[config.mk]
export PLATFORM = sky130hd
export DESIGN_NAME = branch_resolve_ctrl
export DESIGN_NICKNAME = d
export VERILOG_FILES = /design/src/rtl/branch_resolve_ctrl.sv
export SDC_FILE = /design/constraint.sdc
export NUM_CORES = 1
export LEC_CHECK = 0
export BUFFER_PORTS_ARGS = -buffer_cell sky130_fd_sc_hd__buf_2
export CELL_PAD_IN_SITES_DETAIL_PLACEMENT = 1
export CELL_PAD_IN_SITES_GLOBAL_PLACEMENT = 1
export CORE_MARGIN = 2
export CORE_UTILIZATION = 46
export DETAILED_ROUTE_END_ITERATION = 8
export GPL_TIMING_DRIVEN = 0
export PLACE_DENSITY_LB_ADDON = 0.15
export SLEW_MARGIN = 5
export SYNTH_ARGS = -nofsm -noshare
export SYNTH_HDL_FRONTEND = slang
export SYNTH_SLANG_ARGS = --single-unit
export TNS_END_PERCENT = 10
[constraint.sdc]
create_clock -name clk_i -period 3.45 [get_ports clk_i]
set_clock_uncertainty 0.1 [all_clocks]
set_input_delay 1.035 -clock clk_i [delete_from_list [all_inputs] [get_ports clk_i]]
set_output_delay 1.035 -clock clk_i [all_outputs]
set_load 0.01 [all_outputs]
[src/rtl/branch_resolve_ctrl.sv]
// branch_resolve_ctrl
//   Checks each branch resolved in Execute against the prediction carried
//   down the pipeline. On a mispredict it raises a one-cycle redirect and
//   holds flush for FLUSH_CYCLES cycles. Every accepted branch is also queued
//   in a DEPTH-entry FIFO that drains one entry per cycle into the
//   predictor's update port.
//
// Optional feature: define BRC_PERF_CNT_EN to build the saturating
//   perf_branches_o / perf_mispredicts_o counters; otherwise both are tied 0.
//
// Ports
//   clk_i, rst_i             clock (rising edge), async active-high reset
//   ex_*_i                   branch in Execute: valid, is_branch, pc, target,
//                            taken, pred_valid, pred_pc, ghr snapshot
//   upd_hold_i               predictor cannot take an update this cycle
//   flush_o                  kill younger IF/ID/EX instructions
//   redirect_valid_o/pc_o    one-cycle redirect pulse, corrected fetch PC
//   ex_stall_o               queue full, Execute must hold its branch
//   branch_resolved_o        update strobe (head entry valid and accepted)
//   resolved_pc_o, alu_out_o, branch_taken_o, ghr_history_o
//                            head entry fields, 0 when the queue is empty
//   perf_branches_o, perf_mispredicts_o
//                            performance counters
module branch_resolve_ctrl #(
  parameter int unsigned DEPTH        = 4,
  parameter int unsigned FLUSH_CYCLES = 2
) (
  input  logic        clk_i,
  input  logic        rst_i,
  input  logic        ex_valid_i,
  input  logic        ex_is_branch_i,
  input  logic [31:0] ex_pc_i,
  input  logic [31:0] ex_target_i,
  input  logic        ex_taken_i,
  input  logic        ex_pred_valid_i,
  input  logic [31:0] ex_pred_pc_i,
  input  logic [3:0]  ex_ghr_i,
  input  logic        upd_hold_i,
  output logic        flush_o,
  output logic        redirect_valid_o,
  output logic [31:0] redirect_pc_o,
  output logic        ex_stall_o,
  output logic        branch_resolved_o,
  output logic [31:0] resolved_pc_o,
  output logic [31:0] alu_out_o,
  output logic        branch_taken_o,
  output logic [3:0]  ghr_history_o,
  output logic [31:0] perf_branches_o,
  output logic [31:0] perf_mispredicts_o
);

  localparam int unsigned PtrW = $clog2(DEPTH);
  localparam int unsigned CntW = PtrW + 1;
  localparam int unsigned FcW  = (FLUSH_CYCLES > 1) ? $clog2(FLUSH_CYCLES) : 1;

  localparam logic [CntW-1:0] FullCnt = CntW'(DEPTH);
  localparam logic [FcW-1:0]  FcInit  = FcW'(FLUSH_CYCLES - 1);

  typedef enum logic [0:0] {StIdle, StFlush} state_e;

  state_e            state_q;
  logic              flush_q;
  logic              redirect_valid_q;
  logic [31:0]       redirect_pc_q;
  logic [FcW-1:0]    fcnt_q;

  logic [31:0]       pc_mem_q    [DEPTH];
  logic [31:0]       tgt_mem_q   [DEPTH];
  logic              taken_mem_q [DEPTH];
  logic [3:0]        ghr_mem_q   [DEPTH];
  logic [PtrW-1:0]   wr_ptr_q, wr_ptr_d;
  logic [PtrW-1:0]   rd_ptr_q, rd_ptr_d;
  logic [CntW-1:0]   count_q, count_d;

  logic              acc;
  logic [31:0]       nxt_pc;
  logic              mispredict;
  logic              empty;
  logic              full;
  logic              enq;
  logic              deq;

  // The direction bit is implied by the pred_pc compare, so it is not used.
  logic              unused_pred_valid;
  assign unused_pred_valid = ex_pred_valid_i;

  // Wrong-path instructions during a flush are neither queued nor checked.
  assign acc        = ex_valid_i & ex_is_branch_i & (state_q == StIdle);
  assign nxt_pc     = ex_taken_i ? ex_target_i : ex_pc_i + 32'd4;
  assign mispredict = acc & (ex_pred_pc_i != nxt_pc);

  assign empty             = (count_q == '0);
  assign full              = (count_q == FullCnt);
  assign branch_resolved_o = ~empty & ~upd_hold_i;
  // A full queue that drains this cycle still has room for the new entry.
  assign ex_stall_o        = full & ~branch_resolved_o;
  assign enq               = acc & ~ex_stall_o;
  assign deq               = branch_resolved_o;

  // Flush / redirect sequencer with registered outputs.
  always_ff @(posedge clk_i or posedge rst_i) begin
    if (rst_i) begin
      state_q          <= StIdle;
      flush_q          <= 1'b0;
      redirect_valid_q <= 1'b0;
      redirect_pc_q    <= '0;
      fcnt_q           <= '0;
    end else begin
      unique case (state_q)
        StIdle: begin
          redirect_valid_q <= mispredict;
          if (mispredict) begin
            state_q       <= StFlush;
            flush_q       <= 1'b1;
            redirect_pc_q <= nxt_pc;
            fcnt_q        <= FcInit;
          end
        end
        StFlush: begin
          redirect_valid_q <= 1'b0;
          if (fcnt_q == '0) begin
            state_q <= StIdle;
            flush_q <= 1'b0;
          end else begin
            fcnt_q <= fcnt_q - FcW'(1);
          end
        end
        default: state_q <= StIdle;
      endcase
    end
  end

  assign flush_o          = flush_q;
  assign redirect_valid_o = redirect_valid_q;
  assign redirect_pc_o    = redirect_pc_q;

  // Queue pointer and occupancy bookkeeping.
  always_comb begin
    wr_ptr_d = wr_ptr_q;
    rd_ptr_d = rd_ptr_q;
    count_d  = count_q;
    if (enq) begin
      wr_ptr_d = wr_ptr_q + PtrW'(1);
    end
    if (deq) begin
      rd_ptr_d = rd_ptr_q + PtrW'(1);
    end
    unique case ({enq, deq})
      2'b10:   count_d = count_q + CntW'(1);
      2'b01:   count_d = count_q - CntW'(1);
      default: count_d = count_q;
    endcase
  end

  always_ff @(posedge clk_i or posedge rst_i) begin
    if (rst_i) begin
      wr_ptr_q <= '0;
      rd_ptr_q <= '0;
      count_q  <= '0;
    end else begin
      wr_ptr_q <= wr_ptr_d;
      rd_ptr_q <= rd_ptr_d;
      count_q  <= count_d;
    end
  end

  // Payload storage needs no reset: it is only visible while count_q != 0.
  always_ff @(posedge clk_i) begin
    if (enq) begin
      pc_mem_q[wr_ptr_q]    <= ex_pc_i;
      tgt_mem_q[wr_ptr_q]   <= ex_target_i;
      taken_mem_q[wr_ptr_q] <= ex_taken_i;
      ghr_mem_q[wr_ptr_q]   <= ex_ghr_i;
    end
  end

  assign resolved_pc_o  = empty ? 32'd0 : pc_mem_q[rd_ptr_q];
  assign alu_out_o      = empty ? 32'd0 : tgt_mem_q[rd_ptr_q];
  assign branch_taken_o = empty ? 1'b0  : taken_mem_q[rd_ptr_q];
  assign ghr_history_o  = empty ? 4'd0  : ghr_mem_q[rd_ptr_q];

`ifdef BRC_PERF_CNT_EN
  logic [31:0] perf_br_q;
  logic [31:0] perf_mis_q;

  // Saturating counters: stop at all-ones rather than wrap.
  always_ff @(posedge clk_i or posedge rst_i) begin
    if (rst_i) begin
      perf_br_q  <= '0;
      perf_mis_q <= '0;
    end else begin
      if (acc && (perf_br_q != '1)) begin
        perf_br_q <= perf_br_q + 32'd1;
      end
      if (mispredict && (perf_mis_q != '1)) begin
        perf_mis_q <= perf_mis_q + 32'd1;
      end
    end
  end

  assign perf_branches_o    = perf_br_q;
  assign perf_mispredicts_o = perf_mis_q;
`else
  assign perf_branches_o    = 32'd0;
  assign perf_mispredicts_o = 32'd0;
`endif

endmodule

==> results.txt, run 1 <==
Antenna violations before repair: 7
Port Buffers: 210
First-pass DRT Iterations: 7
Cell accounting for the most synthesized area: edfxtp_1
Status: finished with violations
Detail Placement HPWL: 30300 um
ANT nets after route: 0
Number of clock sinks: 319
Maximum fanout along the worst path: 8
Die X-Extent: 183 um
# IOs: 276
Hold_ws: 386 ps
Dominant cells by area after synthesis: edfxtp_1 56%, mux4_2 11%, dfrtp_1 7.3%
CP Cell Sequence: buf_12, nand4_1, buf_4, or4_4, buf_12, or3_4, nand3_2, a41oi_2, nor4_2, nand4_1, o31ai_4, buf_6, buf_12, mux2_4
Seq cells post-synth: 319
Worst slew margin: 54.4%
Vias: 9665
Crit start category: input pin
VDD IR max: 451 uV
Area occupied by multi-input gates: 5080 um2
HP Class: flop to flop
WHS Path Cells: 1
Clock latency on the worst-skew pair: 500 ps
Core Box Area: 31600 um2
Req. time, crit path: 3740 ps
Pleak: 7.37 nW
Area grow syn2layout: 26.1%
CP dominant cell by count: buf_12
Maximum clock frequency: 253 MHz
Die height: 183 um
Register-to-Register Path Depth: 5
Htree depth: 2
Wire per inst: 24.1 um
Critical path class: input pin to flop
Initial DRC Count: 581
CTS Buffer Depth: 3
Pin count of the biggest net entering global routing: 43
MaxCap Viol Count: 0
Clk root buf: clkbuf_16
Vias in the first global route: 9735
Number of CTS-inserted buffers: 36
Setup Viol. Count Final: 36
Final setup TNS: -15760 ps
PwrDens: 683 nW/um2
Main synth FF type: edfxtp_1
Design Area, Final: 18600 um2
Std-Cell Rows: 65
Post-synthesis sequential area ratio: 63.4%
Max stage delay on crit path: 570 ps
Die area: 33600 um2
Cell variety after synth: 68
Drt total wl: 42600 um
Synthesized area: 14800 um2
Crit path capture type: flop
Worst path arrival time: 4240 ps
Synth Instances: 974
Final hold violation count: 0
First-pass GRT wire length: 62200 um
Layout Utilization: 59.1%
Clk pin slew, worst setup/hold paths: 60 ps
Setup ws final: -497 ps
Gr usage total: 25.3%
EDFF count, synth: 276
Layout cells sized above 1: 39.5%
Synth async-reset ratio: 13.5%
YS warnings: 0
Violated checks: setup timing
GR Overflow Total: 0
Initial Utilization: 46.8%
CTS tree: done
Drt drc: 0
Area occupied by registers: 9370 um2
Min Tclk post-route: 3950 ps
Global placer's final weighted congestion: 0.914
Placed cell areas: 16800 um2
Avg Cell Area, Syn: 15.2 um2
# nets final: 1446
DR vias/cell: 5.48
Unrepaired setup endpoints after global routing: yes
FILL cells: 3107
Slew at the pin closest to its max-slew limit: 684 ps
Max Slew Vio Count: 0
CP max stage cell: or4_4
Post-synth top area share: 56.1%
Part of the cycle the worst path needs: 114%
-- through the flow --
stage	worst slack, ps	power [mW]	cells
final	-497	12.7	1763
after global routing	-587	13.3	1762
after CTS	-296	12.8	1746
after detailed placement	-1980	9.08	1654
after global placement	-2010	8.98	1649
after floorplan	-606	7.48	1037
-- layer usage --
metal | share of wire, % | track usage, %
met5 | 0.15 | 0
met2 | 49 | 41.7
met1 | 42 | 35.2
met3 | 6.5 | 4.23
met4 | 2.6 | 6.94
-- placed cells by master (no fill, tap or decap), drive strengths merged, types with 34 or more instances in the layout --
master  instances
buf           343
clkbuf         74
conb           64
dfrtp          43
edfxtp        276
inv            34
mux4           69
nand2          38
nor2b          73
o21ai          35
xor2           44
-- state kept, by name, summed over array words and instances, names as in the netlist --
name	flops
redirect_pc_o	32
pc_mem_q	128
state_q	1
wr_ptr_q	2
tgt_mem_q	128
taken_mem_q	4
rd_ptr_q	2
redirect_valid_o	1
flush_o	1
ghr_mem_q	16
fcnt_q	1
count_q	3
-- worst max-delay path: cells and delay by family --
family | cells | cell delay (ps)
compound gates | 2 | 440
buf+inv | 5 | 780
mux | 1 | 300
simple gates | 6 | 1660
-- synthesized netlist by cell type, types with 3 or more instances --
cell type / number
buf_4: 65
mux2_2: 7
xor2_1: 44
nand4_1: 13
a2111oi_0: 3
and4_1: 5
or3_1: 3
a21oi_1: 18
clkbuf_1: 32
buf_2: 6
nor4_1: 8
nand3_1: 17
nor2_1: 28
edfxtp_1: 276
nor3_1: 8
and2_1: 7
mux2i_1: 21
o21ai_0: 34
ha_1: 5
and3_1: 11
buf_1: 8
dfrtp_1: 43
nand2_1: 38
xnor2_1: 28
a21o_1: 3
o211ai_1: 3
or4_1: 4
inv_1: 34
mux4_2: 69
mux2_1: 12
a221oi_1: 3
nor2b_1: 73
-- worst paths after layout --
check | start | endpoint | slack, ps
max | ex_pc_i[9] | redirect_pc_o[17] | -500
min | state_q | fcnt_q | 390
max reg2reg | state_q | pc_mem_q[3][23] | 930
min reg2reg | state_q | fcnt_q | 390
max in group asynchronous | rst_i | rd_ptr_q[0] | 2290
min in group asynchronous | rst_i | redirect_valid_o | 400
-- report_power, final --
group	switching [mW]	internal (mW)
clock	1.49	2.07
combinational	2.21	2.03
sequential	0.251	4.69
-- final cells by class --
cell class | instances | share of cell area, %
clock buffer | 46 | 5.20
buffer | 106 | 4.26
tap | 402 | 2.70
clock inverter | 18 | 0.691
inverter | 34 | 0.685
sequential | 319 | 50.2
timing repair buffer | 265 | 8.95
multi-input combinational | 571 | 27.2
antenna | 2 | 0.0269
-- kinds of logic (layout without fill, tap and decap cells) --
kind of cell / Yosys count / count (layout) / synth area share (%)
multiplexers: 109 / 109 / 13.4
XOR/XNOR: 72 / 72 / 4.27
adder cells (fa/ha/maj): 6 / 6 / 0.559
AO/OA/AOI/OAI: 93 / 93 / 4.23
AND/OR/NAND/NOR: 227 / 227 / 8.63
flip-flops: 319 / 319 / 63.4
other: 1 / 66 / 0.0254
buffers and inverters: 147 / 469 / 5.54
-- timing repair --
item / CTS / global route
setup endpoints to repair: 105 / 63
buffers inserted: 32 / 17
pin swaps: 18 / 12
cloned: 1 / 0
resized for setup: 124 / 23
hold buffers: 0 / 0
(Power assumes the default switching activity.)
==> run 2, diff against run 1 <==
--- a/config.mk
+++ b/config.mk
@@ -8,7 +8,7 @@
 export BUFFER_PORTS_ARGS = -buffer_cell sky130_fd_sc_hd__buf_2
 export CELL_PAD_IN_SITES_DETAIL_PLACEMENT = 1
 export CELL_PAD_IN_SITES_GLOBAL_PLACEMENT = 1
-export CORE_MARGIN = 2
+export CORE_MARGIN = 5
 export CORE_UTILIZATION = 46
 export DETAILED_ROUTE_END_ITERATION = 8
 export GPL_TIMING_DRIVEN = 0
==> constraint.sdc (replaced) <==
create_clock -name clk_i -period 3.45 [get_ports clk_i]
set_clock_uncertainty 0.1 [all_clocks]
set_input_delay 0.345 -clock clk_i [delete_from_list [all_inputs] [get_ports clk_i]]
set_output_delay 0.345 -clock clk_i [all_outputs]
set_load 0.01 [all_outputs]
==> run 2 against run 1 <==
Effect of this change: critical path type is now flop to output port; worst hold slack worse by 370 ps; wire length is 2.6% higher; sequential share of layout area is 1.1 points higher; the run still ends with setup timing left; die area is 6.7% higher; first-iteration DRC count is 29% higher; clock-buffer cell count is 2 higher; setup slack better by 450 ps; via count is 1.8% lower; global-route usage is 1.3 points lower; final area is 2.2% lower; clock power is 4% higher; utilization is 1.4 points lower.
==> results.txt, run 2 (same netlist as run 1, synthesis figures left out) <==
Status: finished with violations
Violated checks: setup timing
Pleak: 7.10 nW (-3.7%)
Setup ws final: -49.4 ps (+448 ps)
First-pass GRT wire length: 64700 um (+3.9%)
Global placer's final weighted congestion: 0.951 (+4.1%)
Area grow syn2layout: 23.4%
Clock latency on the worst-skew pair: 510 ps (about the same)
Most common cell after layout, fill and taps aside: edfxtp_1
PwrDens: 698 nW/um2 (+2.2%)
Final setup TNS: -422 ps (+15340 ps)
Setup Viol. Count Final: 22 (-39%)
Die X-Extent: 189 um (+3.3%)
Initial DRC Count: 750 (+29%)
Std-Cell Rows: 65 (unchanged)
Number of CTS-inserted buffers: 34 (-5.6%)
Layout cells sized above 1: 34.3% (-5.2 points)
Crit path capture type: output port
Core Box Area: 31600 um2 (+0.26%)
Pin count of the biggest net entering global routing: 47 (+9.3%)
Die height: 189 um (+3.3%)
Final hold violation count: 0 (unchanged)
Worst slew margin: 41.5% (-13 points)
# nets final: 1426 (-1.4%)
CTS tree: done
Logic pwr share: 32.6% (-0.7 points)
CP max stage cell: buf_1
Clk root buf: clkbuf_16
Max stage delay on crit path: 730 ps (+160 ps)
CP Launch Point: rd_ptr_q[0]
Drt drc: 0 (unchanged)
Sequential power share: 38.4% (-0.4 points)
DP Cell Count: 1654 (unchanged)
Power share of the clock group: 29.0% (+1.0 points)
Worst path arrival time: 3050 ps (-1190 ps)
Maximum fanout along the worst path: 10 (+2)
CTS Buffer Depth: 3 (unchanged)
Die area: 35800 um2 (+6.7%)
MaxCap Viol Count: 0 (unchanged)
Detail Placement HPWL: 31600 um (+4.5%)
Drt total wl: 43700 um (+2.6%)
Critical path class: flop to output port
Antenna violations before repair: 5 (-2)
Part of the cycle the worst path needs: 101% (-13 points)
Vias in the first global route: 10126 (+4.0%)
Post-Layout Cell Count: 1742 (-1.2%)
Htree depth: 2 (unchanged)
Number of clock sinks: 319 (unchanged)
Maximum clock frequency: 286 MHz (+13%)
# IOs: 276 (unchanged)
HP Class: input pin to flop
Gr usage total: 24.0% (-1.3 points)
Vias: 9489 (-1.8%)
Max Slew Vio Count: 0 (unchanged)
Clk pin slew, worst setup/hold paths: 70 ps (about the same)
Initial Utilization: 46.7% (-0.12 points)
DR vias/cell: 5.45 (-0.64%)
Min Tclk post-route: 3500 ps (-448 ps)
Slew at the pin closest to its max-slew limit: 877 ps (+193 ps)
Sw Pwr: 3.96 mW (+0.33%)
Hold_ws: 11.8 ps (-374 ps)
Wire per inst: 25.1 um (+3.9%)
Setup Slack @ Placement: -1310 ps (+665 ps)
Port Buffers: 210 (unchanged)
CP Cell Sequence: clkbuf_1, buf_1, mux4_2, nor2b_1, buf_2
Commonest cells after routing, fill and taps aside: 276 x edfxtp_1, 211 x buf_2, 77 x buf_4
Beginning of the worst register-to-register path: state_q
Crit start category: flop
First-pass DRT Iterations: 5 (-2)
Sw frac: 31.2% (+0.13 points)
Unrepaired setup endpoints after global routing: yes
Hold path startpoint: ex_target_i[2]
ANT nets after route: 0 (unchanged)
Internal Power: 8.76 mW (-0.28%)
FILL cells: 3120 (+0.42%)
Req. time, crit path: 3000 ps (-740 ps)
VDD IR max: 450 uV (-0.26%)
GR Overflow Total: 0 (unchanged)
## run 2: cell types whose count changed in the layout (fill, tap and decap cells not counted), sizes merged
cell	before	now
clkinvlp	2	1
diode	2	1
clkbuf	74	82
clkinv	15	11
buf	343	301
bufinv	1	2
dlygate4sd3	0	18
## run 2: layout make-up
class | count | area (um2) | area share [%]
sequential | 319 | 9360 | 51.4
timing repair buffer | 243 | 1440 | 7.92
inverter | 34 | 128 | 0.700
multi-input combinational | 571 | 4930 | 27.0
clock buffer | 48 | 1010 | 5.53
tap | 402 | 503 | 2.76
clock inverter | 14 | 130 | 0.714
antenna | 1 | 2.50 | 0.0137
buffer | 110 | 722 | 3.96
## run 2: final timing paths
kind,cells after the start,slack [ps],endpoint
max in group asynchronous,4,2480,redirect_pc_o[3]
worst min-delay path,1,10,tgt_mem_q[2][2]
worst min register to register,1,390,fcnt_q
worst max register to register,5,860,pc_mem_q[0][1]
worst max-delay path,5,-50,resolved_pc_o[28]
min in group asynchronous,3,240,redirect_pc_o[28]
## run 2: per-stage QoR
stage	total power, mW	area (um2)	util, %
after floorplan	7.47	15000	-
after global placement	8.99	16600	52.5
after detailed placement	9.11	16700	52.9
after CTS	12.9	18200	57.6
after global routing	13.4	18200	57.6
final	12.7	18200	57.6
## run 2: repair_timing
action / CTS / global route
hold buffers: 18 / 0
resized for setup: 21 / 8
hold endpoints to repair: 72 / 0
setup buffers: 10 / 0
pin swaps: 7 / 0
endpoints found under the setup margin: 104 / 87
## run 2: critical path: cells and delay by family, from the launching register on
family | cells | cell delay (ps)
muxes | 1 | 630
buffers and inverters | 3 | 1450
and+or+nand+nor | 1 | 150
DFF | 1 | 320
## run 2: metal layers
layer  part of all wire, %  wire length (um)  GRT usage (%)  vias up
met5                 0.064                28              0        -
met4                   1.7               723           5.34        6
met3                   6.3              2770           3.69       58
met2                    50             21800           41.0      352
met1                    42             18300           32.9     4836
li1                      -                 -              -     4237
## run 2: power groups by stage
stage          combinational (mW)  sequential [mW]  clock, mW
2_1_floorplan                2.49             4.98          0
3_3_place_gp                 4.04             4.96          0
3_5_place_dp                 4.16             4.95          0
4_1_cts                      4.23             4.88       3.74
5_1_grt                      4.48             4.92       3.95
6_report                     4.15             4.88       3.69
==> run 3, diff against run 2 <==
--- a/config.mk
+++ b/config.mk
@@ -13,6 +13,7 @@
 export DETAILED_ROUTE_END_ITERATION = 8
 export GPL_TIMING_DRIVEN = 0
 export PLACE_DENSITY_LB_ADDON = 0.15
+export RECOVER_POWER = 50
 export SLEW_MARGIN = 5
 export SYNTH_ARGS = -nofsm -noshare
 export SYNTH_HDL_FRONTEND = slang
==> run 3 against run 2 <==
Effect of this change: the flow finishes with violations (capacitance limit, slew limit, setup timing); power is 0.41% lower; cell count hardly changed; flip-flop and latch count stayed put; via count is 0.50% lower; fmax is 0.83% lower; wire length is 0.16% lower; register-to-register slack hardly changed; setup slack worse by 29 ps; combinational power is 1% lower; critical path depth is 9 higher; first-iteration DRC count is 2.4% higher; die area stayed put.
==> results.txt, run 3 (same netlist as run 1, synthesis figures left out) <==
ANT nets after route: 0 (unchanged)
Vias: 9442 (-0.50%)
Clk root buf: clkbuf_16
Max Slew Vio Count: 34 (+34)
Number of clock sinks: 319 (unchanged)
Final hold violation count: 0 (unchanged)
GR Overflow Total: 0 (unchanged)
Sequential power share: 38.6% (+0.2 points)
Most common cell after layout, fill and taps aside: edfxtp_1
VDD IR max: 453 uV (+0.79%)
MaxCap Viol Count: 1 (+1)
Post-Layout Cell Count: 1743 (+0.057%)
Layout cells sized above 1: 28.0% (-6.3 points)
Number of CTS-inserted buffers: 34 (unchanged)
HP Class: input pin to flop
Pleak: 6.86 nW (-3.3%)
Status: finished with violations
DR vias/cell: 5.42 (-0.55%)
Slew at the pin closest to its max-slew limit: 2150 ps (+1280 ps)
Req. time, crit path: 3740 ps (+740 ps)
Sw frac: 31.2% (+0.069 points)
Part of the cycle the worst path needs: 102% (+0.85 points)
Setup ws final: -78.9 ps (-29.5 ps)
Clock latency on the worst-skew pair: 510 ps (about the same)
CTS tree: done
Min Tclk post-route: 3530 ps (+29.5 ps)
Die X-Extent: 189 um (unchanged)
Logic pwr share: 32.4% (-0.2 points)
Beginning of the worst register-to-register path: state_q
Antenna violations before repair: 3 (-2)
Drt drc: 0 (unchanged)
Pin count of the biggest net entering global routing: 47 (unchanged)
Unrepaired setup endpoints after global routing: yes
CTS Buffer Depth: 3 (unchanged)
Commonest cells after routing, fill and taps aside: 276 x edfxtp_1, 129 x buf_2, 114 x clkbuf_1
Maximum fanout along the worst path: 10 (unchanged)
Power share of the clock group: 29.0% (about the same)
PwrDens: 699 nW/um2 (+0.23%)
Crit start category: input pin
Register-to-Register Path Depth: 5 (unchanged)
Maximum clock frequency: 283 MHz (-0.83%)
Hold_ws: 63.4 ps (+51.6 ps)
# nets final: 1426 (unchanged)
WHS Path Cells: 1 (unchanged)
Layout Utilization: 57.3% (-0.37 points)
Clk pin slew, worst setup/hold paths: 60 ps (about the same)
CP Launch Point: ex_pc_i[12]
Gr usage total: 24.0% (unchanged)
Die height: 189 um (unchanged)
Worst slew margin: -43.7% (-85 points)
Crit path capture type: flop
Wire per inst: 25.0 um (-0.22%)
DP Cell Count: 1654 (unchanged)
# IOs: 276 (unchanged)
Port Buffers: 210 (unchanged)
First-pass GRT wire length: 64700 um (unchanged)
Std-Cell Rows: 65 (unchanged)
Setup Viol. Count Final: 27 (+23%)
Final setup TNS: -1080 ps (-655 ps)
Violated checks: capacitance limit, slew limit, setup timing
Worst path arrival time: 3810 ps (+760 ps)
Global placer's final weighted congestion: 0.951 (unchanged)
Hold path startpoint: ex_pc_i[5]
Vias in the first global route: 10126 (unchanged)
Htree depth: 2 (unchanged)
Critical path class: input pin to flop
Drt total wl: 43600 um (-0.16%)
Detail Placement HPWL: 31600 um (unchanged)
Initial Utilization: 46.7% (unchanged)
Area grow syn2layout: 22.6%
First-pass DRT Iterations: 5 (unchanged)
Internal Power: 8.71 mW (-0.51%)
Die area: 35800 um2 (unchanged)
Core Box Area: 31600 um2 (unchanged)
Sw Pwr: 3.95 mW (-0.19%)
Initial DRC Count: 768 (+2.4%)
## run 3: changes by cell type in the layout (fill, tap and decap cells not counted)
cell and change:
inv_2 -1, inv_1 +1, buf_12 -1, buf_2 -82
diode_2 +1, clkbuf_1 +83
## run 3: worst paths after layout
| check | end | slack (ps) |
|---|---|---|
| max | redirect_pc_o[15] | -80 |
| min | pc_mem_q[0][5] | 60 |
| max reg2reg | pc_mem_q[0][1] | 850 |
| min reg2reg | fcnt_q | 390 |
| max in group asynchronous | redirect_pc_o[31] | 520 |
| min in group asynchronous | redirect_pc_o[28] | 320 |
## run 3: timing repair
action,4_1_cts,5_1_grt
endpoints found under the setup margin,104,87
pin swaps,7,0
setup buffers,10,0
gates resized for setup,21,8
endpoints found under the hold margin,72,0
hold buffers,18,0
## run 3: layout make-up
class                   instances  area [um2]
clock inverters                14         130
fillers                      3150       13500
clock buffers                  48        1010
multi-input cells             571        4930
flip-flops and latches        319        9360
plain buffers                 110         722
inverters                      34         128
well taps                     402         503
repair buffers                243        1330
diodes                          2        5.00
## run 3: per-stage QoR
stage,setup WS [ps],cell area (um2),power [mW]
final,-78.9,18100,12.7
after global placement,-1340,16600,8.99
after CTS,-198,18200,12.9
after detailed placement,-1310,16700,9.11
after global routing,-254,18100,13.3
after floorplan,5.93,15000,7.47
## run 3: layer usage
layer	track usage (%)	part of all wire (%)
met3	3.69	6.3
met5	0	0.048
met1	32.9	42
met2	41.0	50
met4	5.34	1.7
## run 3: worst max-delay path, cell delays in order
cell and delay [ps]:
clkbuf_1 120, buf_6 160, nand4_1 250, or2_4 340, or4_1 540, clkbuf_2 170
xor2_1 150, o21ai_1 110, a2111oi_2 350, nand4_1 300, o31ai_4 300, buf_12 170
buf_12 160, mux2_1 340
## run 3: power groups by stage
stage | clock network [mW] | logic, mW | registers [mW]
6_report | 3.68 | 4.10 | 4.89
2_1_floorplan | 0 | 2.49 | 4.98
5_1_grt | 3.95 | 4.44 | 4.93
3_5_place_dp | 0 | 4.16 | 4.95
3_3_place_gp | 0 | 4.04 | 4.96
4_1_cts | 3.74 | 4.23 | 4.88
